### config.mk
export PLATFORM = sky130hd
export DESIGN_NAME = op_sram_drain
export DESIGN_NICKNAME = d
export VERILOG_FILES = /design/src/rtl/op_drain_pkg.sv /design/src/rtl/word_serializer.sv /design/src/rtl/op_sram_drain.sv
export SDC_FILE = /design/constraint.sdc
export NUM_CORES = 1
export LEC_CHECK = 0
export CAP_MARGIN = 5
export CORE_ASPECT_RATIO = 2
export CORE_MARGIN = 2
export CORE_UTILIZATION = 52
export CTS_BUF_LIST = sky130_fd_sc_hd__clkbuf_8 sky130_fd_sc_hd__clkbuf_16
export DETAILED_ROUTE_END_ITERATION = 7
export GPL_TIMING_DRIVEN = 0
export HOLD_SLACK_MARGIN = 0.06
export MAX_ROUTING_LAYER = met4
export PLACE_DENSITY = 0.87
export SLEW_MARGIN = 10
export SYNTH_ARGS = -nofsm -noshare
export SYNTH_HDL_FRONTEND = slang
export SYNTH_SLANG_ARGS = --single-unit
### constraint.sdc
create_clock -name clk -period 3.2 [get_ports clk]
set_clock_uncertainty 0.1 [all_clocks]
set_input_delay 0.32 -clock clk [delete_from_list [all_inputs] [get_ports clk]]
set_output_delay 0.32 -clock clk [all_outputs]
set_load 0.1 [all_outputs]
### src/rtl/op_drain_pkg.sv
// op_drain_pkg: shared state encoding and default sizing
// for the output-SRAM drain block.
package op_drain_pkg;

  localparam int NUM_WORDS = 16;
  localparam int WORD_W    = 128;
  localparam int BEAT_W    = 32;

  typedef enum logic [1:0] {
    IDLE,
    READ,
    WAIT,
    SEND
  } state_t;

endpackage

### src/rtl/word_serializer.sv
// word_serializer: holds one SRAM word and presents it
// as BEAT_W slices, beat 0 being the least significant.
module word_serializer #(
  parameter int WORD_W = 128,
  parameter int BEAT_W = 32,
  parameter int BW     = 2
) (
  input  logic              clk,
  input  logic              reset,
  input  logic              load,
  input  logic [WORD_W-1:0] d,
  input  logic              valid,
  input  logic [BW-1:0]     beat,
  output logic [BEAT_W-1:0] data
);

  logic [WORD_W-1:0] hold;

  always_ff @(posedge clk or negedge reset) begin
    if (!reset) begin
      hold <= '0;
    end else if (load) begin
      hold <= d;
    end
  end

  // Slice comes only from registers, so it stays put under backpressure.
  assign data = valid ? hold[int'(beat)*BEAT_W +: BEAT_W] : '0;

endmodule

### src/rtl/op_sram_drain.sv
// op_sram_drain: reads every output-SRAM word in turn and
// streams it out as valid/ready beats.
module op_sram_drain
  import op_drain_pkg::*;
#(
  parameter int NUM_WORDS = op_drain_pkg::NUM_WORDS,
  parameter int WORD_W    = op_drain_pkg::WORD_W,
  parameter int BEAT_W    = op_drain_pkg::BEAT_W,
  localparam int AW = (NUM_WORDS > 1) ? $clog2(NUM_WORDS) : 1,
  localparam int BEATS = WORD_W / BEAT_W,
  localparam int BW = (BEATS > 1) ? $clog2(BEATS) : 1
) (
  input  logic              clk,
  input  logic              reset,
  input  logic              start,
  output logic              busy,
  output logic              done,
  output logic [AW-1:0]     op_addr,
  output logic              op_cen,
  output logic              op_wen,
  input  logic [WORD_W-1:0] op_q,
  output logic [BEAT_W-1:0] m_data,
  output logic              m_valid,
  input  logic              m_ready,
  output logic              m_last
);

  localparam logic [AW-1:0] LAST_W = AW'(NUM_WORDS - 1);
  localparam logic [BW-1:0] LAST_B = BW'(BEATS - 1);

  state_t        state;
  state_t        state_nx;
  logic [AW-1:0] word_cnt;
  logic [BW-1:0] beat_cnt;
  logic          done_q;
  logic          hs;
  logic          last_beat;
  logic          last_word;

  assign hs        = (state == SEND) && m_ready;
  assign last_beat = (beat_cnt == LAST_B);
  assign last_word = (word_cnt == LAST_W);

  always_ff @(posedge clk or negedge reset) begin
    if (!reset) begin
      state <= IDLE;
    end else begin
      state <= state_nx;
    end
  end

  always_comb begin
    state_nx = state;
    unique case (state)
      IDLE: if (start) state_nx = READ;
      READ: state_nx = WAIT;
      WAIT: state_nx = SEND;
      SEND: begin
        if (hs && last_beat) begin
          state_nx = last_word ? IDLE : READ;
        end
      end
      default: state_nx = IDLE;
    endcase
  end

  // Word counter returns to 0 after the last word: no wrap past it.
  always_ff @(posedge clk or negedge reset) begin
    if (!reset) begin
      word_cnt <= '0;
      beat_cnt <= '0;
      done_q   <= 1'b0;
    end else begin
      done_q <= hs && last_beat && last_word;
      if (hs) begin
        if (last_beat) begin
          beat_cnt <= '0;
          word_cnt <= last_word ? '0 : word_cnt + 1'b1;
        end else begin
          beat_cnt <= beat_cnt + 1'b1;
        end
      end
    end
  end

  assign busy    = (state != IDLE);
  assign done    = done_q;
  assign op_cen  = (state != READ);
  assign op_wen  = 1'b1;
  assign op_addr = word_cnt;
  assign m_valid = (state == SEND);
  assign m_last  = m_valid && last_beat && last_word;

  word_serializer #(
    .WORD_W (WORD_W),
    .BEAT_W (BEAT_W),
    .BW     (BW)
  ) u_ser (
    .clk   (clk),
    .reset (reset),
    .load  (state == WAIT),
    .d     (op_q),
    .valid (m_valid),
    .beat  (beat_cnt),
    .data  (m_data)
  );

endmodule
==> flow_summary.yaml <==
run:
  cap_violations: 0
cells_and_area:
  fillers: 750
  stdcell_count: 752
  nNetsFinal: 734
  seqCellArea_sq_um: 3428
  drive_above_1_share_pct: 40.10
  utilization_pct: 75.81
  multiInputGateArea_sq_um: 2656
  area_delta_synth_final_pct: 42.07
power:
  peakVddDrop_mv: 0.7377
  comb_power_share_pct: 50.6
  clkPwrFrac_pct: 20.3
  p_int_uw: 6392
  netSwitchingFraction_pct: 40.27
  power_frac_seq_pct: 29.1
  total_power_uw: 10700
  leakagePower_uw: 0.003689
  p_sw_uw: 4309
  power.density_nw_per_um2: 1199
routing:
  viasPerCell: 5.625
  highest_layer: "met4"
  drt-met1-wl_um: 5640
  route.vias.total: 4230
  dr_wl_met2_um: 9078
  wl_met3_um: 748
  drc_errors: 0
  routedWlPerCell_um: 21.86
  drt_iter0_drc: 123
  finalWirelength_um: 16440
  dr.pass1.iters: 4
  ant_nets: 0
floorplan:
  die_area_sq_um: 13030
  die_y_um: 159.4
  io_pins: 174
  fp.dieW_um: 81.72
  start_util_pct: 53.36
  core-area_sq_um: 11770
  rows: 56
critical_path:
  cp_max_fo: 7
  crit_path_start_kind: "flip-flop"
  cp.required_ps: 2780
  endpoint_kind: "output port"
  startpoint: "beat_cnt[0]$_DFFE_PN0P_"
  r2r_start: "state[0]$_DFFE_PN0P_"
  r2r_slack_ps: 1110
  arrival_ps: 2660
  criticalPathCategory: "reg -> out"
sta:
  setup_violations: 0
  min_period_ps: 3076
  post-route-period-util_pct: 96.12
  max_freq_mhz: 325.1
  worstMarginPinSlew_ps: 1004
  rsz0062_at_grt: "no"
  worst_slack_ps: 124.1
  hold_viol: 0
  slew_viol_final: 0
  fin_tns_setup_ps: 0
  max-slew-margin-rel_pct: 32.88
clock_tree:
  clkLatencyLatePin_ps: 410
  cts_max_level: 4
  cts_tree: "yes"
  clkSinkCount: 137
  cts_setup_buffers: 0
  clkTransAtPathRegs_ps: 60
  cts_buffer_depth: 2
  ctsRootBufferMaster: "clkbuf_16"
  numCtsBuffers: 17
logic_synthesis:
  synth_top_area_share_pct: 54.58
  yosys_warnings: 0
  ys_seq_area_share_pct: 54.58
  ys_ff_latch: 137
  synthTopCellsByArea: "dfrtp_1, mux2_2, mux4_2"
  synth.most_common_cell: "dfrtp_1"
  syn_nets: 541
  synthTopCellsByCount: "dfrtp_1, mux2_2, and2_1"
  yosysTopAreaCell: "dfrtp_1"
  syn_area_per_cell_sq_um: 15.66
  async_reset_ff_share_pct: 100.0
  synthCells: 401
  synth-edff-count: 0
  ys.flop_type: "dfrtp_1"
  synth_cell_types: 27
  syn_area_sq_um: 6281
status:
  status: "finished clean"
place:
  gp_congestion: 0.8167
  pre_cts_slack_ps: 90.63
  place_hpwl_um: 11890
  dpl.cell_count: 719
  io_buffer_count: 172
global_routing:
  grt_max_degree: 81
  grt_pass1_vias: 4934
  grt_pass1_wl_um: 25420
  globalRouteTotalUtil_pct: 27.49
  overflow: 0
  antenna_found_initial: 1
min_path:
  hp-class: "in -> async"
cells by family after synthesis:
| kind of cell | count (synthesis) | synth area share, % |
|---|---|---|
| XOR/XNOR | 1 | 0.1395 |
| other | 1 | 0.05970 |
| buffers and inverters | 31 | 3.128 |
| multiplexers | 161 | 34.84 |
| adder cells (fa/ha/maj) | 8 | 1.594 |
| AO/OA/AOI/OAI | 8 | 0.8965 |
| flip-flops | 137 | 54.58 |
| AND/OR/NAND/NOR | 54 | 4.761 |
power groups by stage:
stage               clock network [uW]  registers (uW)  logic, uW
CTS                               2200            3110       5470
floorplan                            0            3010       4200
detailed placement                   0            3120       5480
finish                            2170            3120       5420
global route                      2280            3210       5680
global placement                     0            3030       5330
through the flow:
stage | hold WS (ps) | area [sq um]
6_report | 402.2 | 8924
5_1_grt | 401.8 | 8924
2_1_floorplan | -75.59 | 6281
4_1_cts | 404.0 | 8921
3_5_place_dp | 313.1 | 8213
3_3_place_gp | 381.1 | 8184
metal layers:
metal / up-vias / GRT usage (%)
met5: - / -
met4: 0 / 16.29
met3: 67 / 6.066
met2: 181 / 46.39
met1: 2138 / 28.23
li1: 1844 / -
worst paths after layout:
| path | endpoint | cells after the start |
|---|---|---|
| min | u_ser.hold[125]$_DFFE_PN0N_ | 2 |
| min in group clk | u_ser.hold[88]$_DFFE_PN0N_ | 1 |
| max reg2reg | u_ser.hold[27]$_DFFE_PN0N_ | 5 |
| max | m_data[0] | 4 |
| max in group asynchronous | u_ser.hold[78]$_DFFE_PN0N_ | 3 |
| min reg2reg | u_ser.hold[88]$_DFFE_PN0N_ | 1 |
flip-flops by register name (all words and copies together) (netlist names):
name,flops
done,1
op_addr,4
u_ser.hold,128
beat_cnt,2
state,2
worst max-delay path: stages, from the launching register on:
cell and delay [ps]:
dfrtp_1 370, buf_6 170, mux4_1 560, and2_1 170, clkdlybuf4s50_1 970
cell type report:
type	count	share of cell area [%]
multi-input combinational	233	29.77
antenna	1	0.02804
tap	145	2.033
inverter	5	0.2103
sequential	137	38.42
clock inverter	11	2.173
buffer	26	1.991
timing repair buffer	174	20.15
clock buffer	20	5.230
cells in the final DEF, fill, tap and decap left out, types with 3 or more instances in the layout:
master	synthesis	final
mux2_2	129	129
clkbuf_8	0	3
bufinv_16	0	5
nand3_1	3	3
clkbuf_1	5	5
nand2_1	10	10
mux4_2	28	28
ha_1	8	8
clkinv_4	0	3
buf_2	16	16
clkdlybuf4s15_2	0	30
dfrtp_1	137	137
mux4_1	4	4
buf_12	3	3
and2_1	33	33
inv_1	5	5
nor2_1	3	3
clkdlybuf4s50_1	0	141
clkbuf_16	0	17
what timing repair did:
action	in CTS	in global routing
endpoints found under the hold margin	79	0
setup endpoints to repair	30	0
gates resized for setup	90	0
hold buffers	1	0
Power figures use the tool's default switching activity.
